==> config.mk <==
export PLATFORM = sky130hd
export DESIGN_NAME = seq_detect_param
export DESIGN_NICKNAME = d
export VERILOG_FILES = /design/src/rtl/seq_detect_param.sv
export SDC_FILE = /design/constraint.sdc
export NUM_CORES = 1
export LEC_CHECK = 0
export ABC_AREA = 1
export BUFFER_PORTS_ARGS = -buffer_cell sky130_fd_sc_hd__buf_2
export CORE_ASPECT_RATIO = 1.5
export CORE_UTILIZATION = 41
export CTS_BUF_LIST = sky130_fd_sc_hd__clkbuf_16
export CTS_CLUSTER_DIAMETER = 200
export DETAILED_ROUTE_END_ITERATION = 16
export PLACE_DENSITY = 0.6
export SLEW_MARGIN = 40
export SYNTH_ARGS = -nofsm -noshare
export SYNTH_HDL_FRONTEND = slang
export SYNTH_SLANG_ARGS = --single-unit
==> constraint.sdc <==
create_clock -name clk -period 9.63 [get_ports clk]
set_input_delay 0.4815 -clock clk [delete_from_list [all_inputs] [get_ports clk]]
set_output_delay 0.4815 -clock clk [all_outputs]
set_load 0.01 [all_outputs]
==> src/rtl/seq_detect_param.sv <==
// seq_detect_param
// Serial bit-pattern detector. The pattern, its length (1..PAT_W) and the
// overlap mode can be reloaded at run time through a one-cycle cfg_load
// strobe. Each match gives a one-cycle registered pulse on dout and bumps a
// saturating counter. A rejected configuration raises a sticky cfg_err flag.
module seq_detect_param #(
    parameter int               PAT_W   = 8,
    parameter int               CNT_W   = 8,
    parameter logic [PAT_W-1:0] DEF_PAT = PAT_W'(8'b0000_1001),
    parameter int               DEF_LEN = 4,
    parameter bit               DEF_OVL = 1'b1,
    localparam int              LEN_W   = $clog2(PAT_W) + 1
) (
    input  logic             clk,
    input  logic             rst,
    input  logic             din,
    input  logic             din_valid,
    input  logic             en,
    input  logic             cfg_load,
    input  logic [PAT_W-1:0] cfg_pat,
    input  logic [LEN_W-1:0] cfg_len,
    input  logic             cfg_ovl,
    input  logic             cnt_clr,
    output logic             dout,
    output logic [CNT_W-1:0] match_cnt,
    output logic             cfg_err,
    output logic [1:0]       state
);

    // Encoding is visible on the state port, so values are fixed explicitly.
    typedef enum logic [1:0] {
        IDLE = 2'b00,
        FILL = 2'b01,
        HUNT = 2'b10
    } state_t;

    // ------------------------------------------------------------------
    // Registers
    // ------------------------------------------------------------------
    state_t             state_q, state_d;
    logic [PAT_W-1:0]   pat_q,   pat_d;
    logic [LEN_W-1:0]   len_q,   len_d;
    logic               ovl_q,   ovl_d;
    logic [PAT_W-1:0]   hist_q,  hist_d;
    logic [LEN_W-1:0]   fill_q,  fill_d;
    logic [CNT_W-1:0]   cnt_q,   cnt_d;
    logic               dout_q,  dout_d;
    logic               err_q,   err_d;

    // ------------------------------------------------------------------
    // Input qualification
    // ------------------------------------------------------------------
    logic accept;       // a data bit enters the history this cycle
    logic cfg_legal;    // cfg_load with a length in 1..PAT_W
    logic cfg_bad;      // cfg_load with length 0 or above PAT_W

    // A bit arriving together with a configuration strobe is dropped, so a
    // new pattern never sees a bit that belonged to the old one.
    assign accept    = din_valid & en & ~cfg_load;
    assign cfg_legal = cfg_load && (cfg_len != '0) && (cfg_len <= LEN_W'(PAT_W));
    assign cfg_bad   = cfg_load && !cfg_legal;

    // ------------------------------------------------------------------
    // History datapath
    // ------------------------------------------------------------------
    logic [PAT_W-1:0] hist_base;   // history the incoming bit shifts into
    logic [LEN_W-1:0] fill_base;   // valid-bit count matching hist_base
    logic [PAT_W-1:0] hist_shift;  // history including the accepted bit
    logic [LEN_W-1:0] fill_inc;    // fill after the accepted bit, saturated
    logic [PAT_W-1:0] len_mask;    // ones in bit positions [len-1:0]
    logic             fill_ok;     // enough bits received to compare
    logic             hit;         // match on this cycle's accepted bit

    // Leaving IDLE starts from an empty history; elsewhere the stored one.
    assign hist_base  = (state_q == IDLE) ? '0 : hist_q;
    assign fill_base  = (state_q == IDLE) ? '0 : fill_q;
    assign hist_shift = {hist_base[PAT_W-2:0], din};
    assign fill_inc   = (fill_base == LEN_W'(PAT_W)) ? fill_base
                                                     : fill_base + LEN_W'(1);

    // Build a mask selecting the active pattern bits for the compare.
    always_comb begin
        len_mask = '0;
        for (int i = 0; i < PAT_W; i++) begin
            len_mask[i] = (LEN_W'(i) < len_q);
        end
    end

    // Widened by one bit so fill+1 cannot wrap when fill equals PAT_W.
    assign fill_ok = ({1'b0, fill_base} + (LEN_W+1)'(1)) >= {1'b0, len_q};
    assign hit     = accept && fill_ok
                     && (((hist_shift ^ pat_q) & len_mask) == '0);

    // ------------------------------------------------------------------
    // Configuration and history next-state
    // ------------------------------------------------------------------
    // Load a legal configuration, otherwise shift accepted bits into the
    // history; disabling, reloading or a non-overlapping match empties it.
    always_comb begin
        // NOTE: every signal assigned here gets a default first, so no path
        // leaves it unassigned and no latch is inferred.
        pat_d  = pat_q;
        len_d  = len_q;
        ovl_d  = ovl_q;
        hist_d = hist_q;
        fill_d = fill_q;

        if (cfg_legal) begin
            pat_d  = cfg_pat;
            len_d  = cfg_len;
            ovl_d  = cfg_ovl;
            hist_d = '0;
            fill_d = '0;
        end else if (!en) begin
            // Entering or sitting in IDLE discards any partial history.
            hist_d = '0;
            fill_d = '0;
        end else if (accept) begin
            if (hit && !ovl_q) begin
                // Consume the matched bits so none can start another match.
                hist_d = '0;
                fill_d = '0;
            end else begin
                hist_d = hist_shift;
                fill_d = fill_inc;
            end
        end else begin
            // No new bit: keep the history, cleared if just leaving IDLE.
            hist_d = hist_base;
            fill_d = fill_base;
        end
    end

    // ------------------------------------------------------------------
    // FSM next-state
    // ------------------------------------------------------------------
    // IDLE while disabled, FILL while the history is shorter than len-1,
    // HUNT once the next accepted bit can complete a match.
    always_comb begin
        state_d = state_q;
        if (!en) begin
            state_d = IDLE;
        end else if (cfg_legal) begin
            state_d = FILL;
        end else if (({1'b0, fill_d} + (LEN_W+1)'(1)) >= {1'b0, len_d}) begin
            state_d = HUNT;
        end else begin
            state_d = FILL;
        end
    end

    // ------------------------------------------------------------------
    // Match pulse, counter and error flag next-state
    // ------------------------------------------------------------------
    // Count matches with saturation; a clear or a new configuration wins
    // over a coincident match, though the dout pulse is still produced.
    always_comb begin
        dout_d = hit;
        err_d  = err_q | cfg_bad;
        cnt_d  = cnt_q;
        if (cfg_legal || cnt_clr) begin
            cnt_d = '0;
        end else if (hit && !(&cnt_q)) begin
            cnt_d = cnt_q + CNT_W'(1);
        end
    end

    // ------------------------------------------------------------------
    // State registers
    // ------------------------------------------------------------------
    // Register all state; reset restores the default configuration.
    always_ff @(posedge clk or posedge rst) begin
        if (rst) begin
            state_q <= IDLE;
            pat_q   <= DEF_PAT;
            len_q   <= LEN_W'(DEF_LEN);
            ovl_q   <= DEF_OVL;
            hist_q  <= '0;
            fill_q  <= '0;
            cnt_q   <= '0;
            dout_q  <= 1'b0;
            err_q   <= 1'b0;
        end else begin
            // NOTE: non-blocking assignments so every register samples the
            // pre-edge values, independent of statement order.
            state_q <= state_d;
            pat_q   <= pat_d;
            len_q   <= len_d;
            ovl_q   <= ovl_d;
            hist_q  <= hist_d;
            fill_q  <= fill_d;
            cnt_q   <= cnt_d;
            dout_q  <= dout_d;
            err_q   <= err_d;
        end
    end

    // ------------------------------------------------------------------
    // Outputs
    // ------------------------------------------------------------------
    assign dout      = dout_q;
    assign match_cnt = cnt_q;
    assign cfg_err   = err_q;
    assign state     = state_q;

endmodule

### Word-level counts from Yosys, hierarchy flattened

Index checks and enable logic that the tools add are counted.

| operators by class | value |
|---|---|
| mux-type cells | 17 |
| $lt $le $gt $ge | 11 |
| bitwise gates (word level) | 6 |
| add/subtract/negate cells | 4 |
| reduce and logical (&&, ||, !) cells | 16 |
| equality and inequality tests | 1 |

Operator list:

| kind | number |
|---|---|
| $mux W7 | 5 |
| $mux W4 | 7 |
| $lt A3 B4 Y1 const A | 4 |
| $mux W8 | 2 |
| $add A4 B1 Y5 const B | 2 |
| $ge A5 B4 Y1 | 2 |
| $add A8 B1 Y8 const B | 1 |
| $and A8 B8 Y8 | 1 |
| $logic_not A8 Y1 | 1 |
| $lt A1 B4 Y1 const A | 2 |
| $lt A2 B4 Y1 const A | 2 |
| $reduce_and A8 Y1 | 1 |
| $xor A8 B8 Y8 | 1 |
| $logic_and A1 B1 Y1 | 7 |
| $mux W2 | 3 |
| $add A4 B1 Y4 const B | 1 |
| $eq A4 B4 Y1 const B | 1 |
| $le A4 B4 Y1 const B | 1 |
| $reduce_bool A4 Y1 | 1 |
| $logic_not A1 Y1 | 3 |
| $and A1 B1 Y1 | 2 |
| $logic_not A2 Y1 | 1 |
| $reduce_bool A2 Y1 | 1 |
| $logic_or A1 B1 Y1 | 1 |
| other kinds (2) | 2 |

| storage, ports and cells | value |
|---|---|
| flip-flop bits (word level) | 36 |
| word-level logic and storage cells | 64 |
| input bits | 20 |

### Depth between registers and ports, before layout

Gate-level depths: netlist of the first run.

| logic depth | value |
|---|---|
| depth after elaboration | 16 |
| gate-level depth with buffers | 25 |
| gate-level depth less buffers | 24 |

### Worst setup path after synthesis of the first run

Ideal clock, no wire load.

| timing | value |
|---|---|
| path kind | flip-flop to flip-flop |
| from | register state_q[0], in the netlist state[0] |
| to | register state_q[0], in the netlist state[0] |
| stages on the path, launching flop included | 26 |
| setup time | 77 ps |
| clock period less this slack | 3638 ps |
| path buffers | 1 |
| data required time | 9553 ps |
| arrival | 3560 ps |
| setup slack | 5992 ps |
| cells stage by stage | dfrtp_1 > inv_2 > nand2_2 > buf_6 > nand2_1 > inv_1 > ha_1 > or2_2 > nand2_1 > inv_1 > ha_1 > nand2_1 > nand2_1 > a21oi_2 > nor2_4 > nand3_2 > inv_1 > nor3_1 > ha_1 > xor2_1 > inv_1 > ha_1 > a21o_1 > a21oi_1 > nand2_1 > a21oi_1 |

| between the ends | value |
|---|---|
| word-level cells in the longest chain between the ends | 16 |
| elaborated cells on any way between the ends | 23 |
| those cells by class | add/sub (3); order compare (2); eq/ne (1); mux (10); bitwise (2); reduce/logical (5) |

RTL lines:

| item | RTL line | text |
|---|---|---|
| start: declaration | 40 | `state_t state_q, state_d;` |
| start signal: assignment | 186 | `state_q <= state_d;` |
| $logic_not A2 Y1 (*) | 75, 76 |  |
| $mux W4 or $mux W7 (tied branches) | 76, 75 |  |
| $add A4 B1 Y5 or $xor A8 B8 Y8 (tied branches) | 90, 92 |  |
| $ge A5 B4 Y1 or $and A8 B8 Y8 (tied branches) | 90, 92 |  |
| $logic_and A1 B1 Y1 or $logic_not A8 Y1 (tied branches) | 91, 92 |  |
| $logic_and A1 B1 Y1 | 92 | `&& (((hist_shift ^ pat_q) & len_mask) == '0);` |
| $logic_and A1 B1 Y1 | 119 | `if (hit && !ovl_q) begin` |
| $mux W4 | 119 |  |
| [... 2 more ...] | - |  |
| $mux W4 (*) | 108 | `if (cfg_legal) begin` |
| named net fill_d[0] | 45 | `logic [LEN_W-1:0] fill_q, fill_d;` |
| $add A4 B1 Y5 (*) | 145 | `end else if (({1'b0, fill_d} + (LEN_W+1)'(1)) >= {1'b0, len_d}) begin` |
| $ge A5 B4 Y1 (*) | 145 |  |
| $mux W2 (*) | 145 |  |
| $mux W2 (*) | 143 | `end else if (cfg_legal) begin` |
| $mux W2 (*) | 141 | `if (!en) begin` |
| named net state_d[0] | 40 |  |

The timed path passes the listed nets; every way through them passes the cells marked *.
A chain may end at the register's enable or synchronous reset.

### Final worst setup path of the first run

| timing | value |
|---|---|
| from | register state_q[1], in the netlist state[1] |
| to | register state_q[0], in the netlist state[0] |

The elaborated chain is that of the path after synthesis.

==> results of run 1 <==
-- logic make-up (layout without fill, tap and decap cells) --
family          Yosys count  after routing
xor+xnor                  6              6
mux                       2              2
buf+inv                  60             96
fa+ha+maj                12             12
compound gates           45             45
simple gates            149            149
flops                    36             36
-- sequential cells by signal, summed over array words and instances, names as in the netlist --
| name | flops |
|---|---|
| cfg_err | 1 |
| dout | 1 |
| fill_q | 4 |
| hist_q | 7 |
| len_q | 4 |
| match_cnt | 8 |
| ovl_q | 1 |
| pat_q | 8 |
| state | 2 |
-- routing by layer --
metal	track usage [%]	routed length, µm	up-vias
met4	10.3	195	0
met3	3.66	163	15
met2	37.1	2790	43
met5	0	0	-
li1	-	-	1043
met1	23.9	2200	939
-- layout make-up --
class	count	area (µm²)	share of cell area, %
well taps	68	85.1	3.23
multi-input cells	214	1130	42.9
flip-flops and latches	36	906	34.4
repair buffers	33	170	6.45
inverters	55	206	7.83
clock buffers	5	125	4.75
clock inverters	3	13.8	0.522
-- cell usage in the layout (no fill, tap or decap), drive strengths merged, types with 3 or more instances in the layout --
master and count:
clkinv 6, ha 12, buf 33, o21ai 29, nand3 27, dfstp 4
o31ai 3, inv 52, dfrtp 32, xor2 5, clkbuf 5, nand2 88
nor2 28, a21oi 9
-- power groups by stage --
stage	clock network (mW)	registers [mW]	logic, mW
final	0.154	0.172	0.0650
after global routing	0.165	0.174	0.0772
after CTS	0.159	0.172	0.0660
after detailed placement	0	0.175	0.0656
after global placement	0	0.175	0.0652
after floorplan	0	0.172	0.0478
-- stage by stage --
stage	power, mW	instance area, µm²	worst slack [ns]
global route	0.416	2640	5.22
global placement	0.240	2500	5.79
detailed placement	0.240	2500	5.63
CTS	0.397	2640	5.62
floorplan	0.220	2270	5.99
finish	0.392	2640	5.66
-- final timing paths --
path                                         to  slack [ns]  cells past startpoint
hold reg to reg               cfg_err$_DFF_PP0_        0.47                      1
min in group clk           pat_q[0]$_DFFE_PP1P_        0.39                      3
setup / recovery             state[0]$_DFF_PP0_        5.66                     24
setup reg to reg             state[0]$_DFF_PP0_        5.66                     24
hold / removal             pat_q[1]$_DFFE_PP0P_        0.30                      3
max in group asynchronous  pat_q[0]$_DFFE_PP1P_        8.96                      3
-- worst max-delay path: cells and delay by family (launching register included) --
family / cells / cell delay [ns]
fa+ha+maj: 4 / 0.98
buf+inv: 5 / 0.38
compound gates: 4 / 0.61
simple gates: 10 / 1.36
xor+xnor: 1 / 0.15
flops: 1 / 0.43
==> reports/results.txt, run 1 <==
Status: completed
Standard-cell row count: 32
Synth warn: 0
Commonest cells post-synth: nand2_1, inv_1, dfrtp_1
Worst r2r src: state[1]$_DFF_PP0_
Synth top area share: 35.3%
Total CTS buffers: 5
Complex-gate fraction of the synthesized area: 11.0%
Die footprint: 0.00584 mm²
Relative slew slack: 64.7%
Startpoint Class: flop
Share of cells above drive strength 1: 18.2%
Drt total wl: 5360 µm
CP Data Required Time: 9.83 ns
Flop pwr share: 44.0%
Post-route ant nets: 0
Int Power: 0.280 mW
Leak: 1.40 nW
Max-slew violation count: 0
Clock-pin slew on the worst setup and hold paths: 0.06 ns
Max stage delay cell, worst path: dfrtp_1
# fillers: 535
Initial antenna violation count: 0
Endpoints failing setup: 0
Least-Margin Pin Slew: 0.528 ns
NetSw: 0.112 mW
Cells after Synth: 310
First-pass GRT wire length: 9450 µm
Max-cap violation count: 0
Largest family of logic cells by synthesized area: simple AND/OR/NAND/NOR gates
Period Utilization, post-route: 41.2%
Vias in the first global route: 2046
Max Fclk: 252 MHz
Iteration-0 DRC Markers: 114
Util after Layout: 50.3%
Setup Total Neg Slack: 0 ns
Switch share: 28.6%
Sequential area share after synthesis: 39.9%
Chip height: 93.1 µm
Fin cells: 414
CP dominant cell by count: nand2_1
DR DRC count: 0
Mux cell area share after synthesis: 0.883%
Unrepaired setup endpoints after global routing: false
Top post-synthesis cells by area: dfrtp_1, nand2_1, inv_1, ha_1, nand3_1
Mean Syn Cell Area: 7.32 µm²
Overflow after GRT: 0
Worst hold slack: 0.302 ns
Core box area: 0.00525 mm²
Area grow syn2layout: 16.2%
Fin. Hold Viols: 0
Max Fanout on Critical Path: 12
Synth Flop Type: dfrtp_1
Ys async rst share: 100%
Final net count: 377
Largest net degree at the start of global routing: 37
Final Critical Period: 3.97 ns
Xor/xnor share of the synthesized area: 2.32%
Vias/cell: 4.93
Clk pwr share: 39.4%
Post-synth top area cell: dfrtp_1
Pwr/cell area: 149 mW/mm²
H-tree Lvls: 2
Final GP Congestion: 0.862
Post-Synth Adder-Cell Area: 6.62%
Critical setup path kind: reg -> reg
Synth Cell Area: 0.00227 mm²
Longest Clk Path Bufs: 2
CP max stage delay: 0.43 ns
Overall via count from detail_route: 2040
Post-synth EDFFs: 0
PostCTS Resize Cnt: 0
WL/cell: 12.9 µm
Skew-Pair Late Insertion Delay: 0.28 ns
Starting Density: 43.2%
Hpwl dp: 4110 µm
Most common cell in the synthesized netlist: nand2_1
Synth cell types: 32
Clock skew: 0.00347 ns
Crit path capture type: flop
Die width: 62.7 µm
Post-CTS Hold Buffers: 0
Combinational share of power: 16.6%
ANT cells: 0
GRT Util Overall: 20.9%
CTS Sinks: 36
Post-Syn Nets: 342
Worst setup path startpoint: state[1]$_DFF_PP0_
Synth Area in Simple Gates: 29.0%
# port buffers: 31
Drt pass-1 iters: 4
# Post-CTS Setup Buffers: 0
Inst Count DP: 406
Worst EP arrival: 4.17 ns
CTS tree: yes
Ports: 32
Worst VDD drop: 0.0768 mV
CTS root buf: clkbuf_16
#FFs+latches synth: 36
Worst Hold Class: in -> async
Crit-path cells: inv_2 -> nand2_2 -> nand2_1 -> inv_1 -> ha_1 -> or2_2 -> nand2_1 -> inv_1 -> ha_1 -> nand2_1 -> nand2_1 -> a21oi_2 -> nor2_4 -> nand3_2 -> inv_1 -> nor3_1 -> ha_1 -> xor2_1 -> inv_1 -> ha_1 -> a21o_1 -> a21oi_1 -> nand2_1 -> a21oi_1
(Power assumes the default switching activity.)
==> run 2, diff against run 1 <==
--- a/config.mk
+++ b/config.mk
@@ -5,7 +5,7 @@
 export SDC_FILE = /design/constraint.sdc
 export NUM_CORES = 1
 export LEC_CHECK = 0
-export ABC_AREA = 1
+export ABC_AREA = 0
 export BUFFER_PORTS_ARGS = -buffer_cell sky130_fd_sc_hd__buf_2
 export CORE_ASPECT_RATIO = 1.5
 export CORE_UTILIZATION = 41
==> constraint.sdc (replaced) <==
create_clock -name clk -period 3.9 [get_ports clk]
set_input_delay 0.195 -clock clk [delete_from_list [all_inputs] [get_ports clk]]
set_output_delay 0.195 -clock clk [all_outputs]
set_load 0.01 [all_outputs]
==> reports/results.txt, run 2 <==
Setup Total Neg Slack: 0 ns (unchanged)
Leading cell type in the layout, fill and taps excluded: nand2_1
CTS Sinks: 36 (unchanged)
Xor/xnor share of the synthesized area: 4.76% (+2.4 points)
Worst reg2reg setup slack: 0.27 ns (-5.39 ns)
Synth warn: 0 (unchanged)
Vias/cell: 5.43 (+10%)
Ports: 32 (unchanged)
Hpwl dp: 4030 µm (-2.0%)
Met3 wire length: 178 µm (+9.2%)
Setup slack at placement: 0.221 ns (-5.41 ns)
Final Critical Period: 3.63 ns (-0.342 ns)
Skew-Pair Late Insertion Delay: 0.28 ns (about the same)
Iteration-0 DRC Markers: 94 (-18%)
Complex-gate fraction of the synthesized area: 19.1% (+8.1 points)
DR DRC count: 0 (unchanged)
Initial antenna violation count: 0 (unchanged)
Worst hold slack: 0.0200 ns (-0.282 ns)
Final GP Congestion: 0.815 (-5.4%)
Drt pass-1 iters: 4 (unchanged)
CTS root buf: clkbuf_16
Leak: 1.27 nW (-9.8%)
Post-CTS Hold Buffers: 0 (unchanged)
Total CTS buffers: 5 (unchanged)
Synth Area in Simple Gates: 23.3% (-5.7 points)
Fin. Hold Viols: 0 (unchanged)
Least-Margin Pin Slew: 0.619 ns (+0.0908 ns)
Total length of routed met2 wires: 2800 µm (+0.43%)
Largest net degree at the start of global routing: 37 (unchanged)
Startpoint Class: flop
Unrepaired setup endpoints after global routing: false
Most common cell in the synthesized netlist: nand2_1
Max layer used: met4
Synth cell types: 47 (+47%)
Relative slew slack: 58.6% (-6.0 points)
Chip height: 91.9 µm (-1.3%)
Post-route ant nets: 0 (unchanged)
#FFs+latches synth: 36 (unchanged)
ANT cells: 0 (unchanged)
Cells after Synth: 256 (-17%)
Synth Flop Type: dfrtp_1
Top post-synthesis cells by area: dfrtp_1, ha_1, nand2_1, a21oi_1, dfstp_2
H-tree Lvls: 2 (unchanged)
Largest family of logic cells by synthesized area: simple AND/OR/NAND/NOR gates
Worst EP arrival: 3.80 ns (-0.37 ns)
Overflow after GRT: 0 (unchanged)
Fin cells: 360 (-13%)
Final WS setup: 0.270 ns (-5.39 ns)
Worst Hold Class: in -> async
Post-Synth Adder-Cell Area: 6.80% (+0.18 points)
Area grow syn2layout: 19.5%
Depth of the most critical reg-to-reg path: 18 (-25%)
Inst Count DP: 352 (-13%)
Max-slew violation count: 0 (unchanged)
Post-synth top area cell: dfrtp_1
Mux cell area share after synthesis: 0.453% (-0.43 points)
Starting Density: 42.8% (-0.49 points)
Endpoints failing setup: 0 (unchanged)
# port buffers: 31 (unchanged)
Ys async rst share: 100% (unchanged)
Die width: 61.9 µm (-1.3%)
# fillers: 509 (-4.9%)
Max Fanout on Critical Path: 4 (-8)
GRT Util Overall: 21.6% (+0.68 points)
Critical setup path kind: reg -> reg
Pwr/cell area: 394 mW/mm² (+160%)
First-pass GRT wire length: 9030 µm (-4.4%)
CP Data Required Time: 4.07 ns (-5.76 ns)
Total power: 1.04 mW (+170%)
Max-cap violation count: 0 (unchanged)
M1 WL: 2270 µm (+2.9%)
Die footprint: 0.00569 mm² (-2.6%)
Synth Cell Area: 0.00221 mm² (-2.6%)
Max Fclk: 276 MHz (+9.4%)
Post-synth EDFFs: 0 (unchanged)
Overall via count from detail_route: 1955 (-4.2%)
# Post-CTS Setup Buffers: 0 (unchanged)
Commonest cells post-synth: nand2_1, dfrtp_1, a21oi_1
WL/cell: 15.0 µm (+16%)
Commonest non-fill, non-tap cells in the layout: nand2_1, dfrtp_1, buf_2
Clock-pin slew on the worst setup and hold paths: 0.05 ns (about the same)
Vias in the first global route: 1889 (-7.7%)
Sequential area share after synthesis: 41.0% (+1.1 points)
Mean Syn Cell Area: 8.63 µm² (+18%)
CTS tree: yes
Standard-cell row count: 32 (unchanged)
Clock skew: 0.00411 ns (+0.000645 ns)
Synth top area share: 36.3% (+0.96 points)
Post-Syn Nets: 288 (-16%)
Crit path capture type: flop
Worst VDD drop: 0.157 mV (+100%)
Longest Clk Path Bufs: 2 (unchanged)
Status: completed
Final net count: 323 (-14%)
Core box area: 0.00516 mm² (-1.5%)
Drt total wl: 5420 µm (+1.1%)
Share of cells above drive strength 1: 20.2% (+2.0 points)
Period Utilization, post-route: 93.1% (+52 points)
[run 2: changes by cell type in the layout (fill, tap and decap cells not counted), sizes merged, moves of 8 or more]
| cell | change |
|---|---|
| a21oi | +13 |
| and3 | +8 |
| inv | -38 |
| nand2 | -52 |
| nand3 | -22 |
| nor2 | -13 |
| o21ai | -10 |
[run 2: worst max-delay path, stage by stage, from the launching register on]
cell	delay (ns)
dfrtp_1	0.38
or2_1	0.26
and2_1	0.19
ha_2	0.21
xnor2_1	0.14
ha_1	0.27
o21ai_0	0.07
o21a_1	0.18
nand4b_1	0.20
nor2_2	0.19
buf_4	0.15
nor2_2	0.05
ha_1	0.27
ha_1	0.27
a21o_1	0.15
a21o_1	0.16
a21oi_1	0.13
o21ai_1	0.09
and2_1	0.16
[run 2: power breakdown]
group / internal, mW / total (mW) / switching [mW]
logic: 0.0705 / 0.170 / 0.0998
clock network: 0.297 / 0.445 / 0.148
registers: 0.402 / 0.424 / 0.0228
total: 0.769 / 1.04 / 0.271
[run 2: repair_timing]
item | CTS | global route
resized for setup | 0 | 4
setup endpoints to repair | 0 | 2
endpoints found under the hold margin | 0 | 0
[run 2: through the flow]
step	utilization [%]	area, µm²
6_report	51.1	2640
5_1_grt	51.1	2640
4_1_cts	50.9	2630
3_5_place_dp	47.8	2470
3_3_place_gp	47.8	2470
2_1_floorplan	-	2210
[run 2: cells by family after synthesis]
kind of cell,after synthesis
AO/OA/AOI/OAI,67
XOR/XNOR,12
adder cells (fa/ha/maj),12
buffers and inverters,26
flip-flops,36
multiplexers,1
AND/OR/NAND/NOR,102
[run 2: per-layer routing]
layer  vias to the layer above  global-route usage, %
met4                         0                   9.63
met1                       913                   26.5
li1                        986                      -
met5                         -                      0
met3                        11                   3.53
met2                        45                   35.8
[run 2: worst paths after layout]
check	from	endpoint
min	rst	cfg_err$_DFF_PP0_
min reg2reg	cfg_err$_DFF_PP0_	cfg_err$_DFF_PP0_
max reg2reg	state[1]$_DFF_PP0_	state[1]$_DFF_PP0_
min in group clk	cfg_pat[0]	pat_q[0]$_DFFE_PP1P_
max in group asynchronous	rst	pat_q[3]$_DFFE_PP1P_
max	state[1]$_DFF_PP0_	state[1]$_DFF_PP0_
[run 2: area by class of cell]
cell class	count	area, µm²	share of cell area [%]
multi-input combinational	194	1210	45.9
sequential	36	906	34.3
tap	68	85.1	3.22
clock inverter	3	37.5	1.42
inverter	14	52.6	1.99
clock buffer	5	125	4.74
timing repair buffer	40	223	8.44
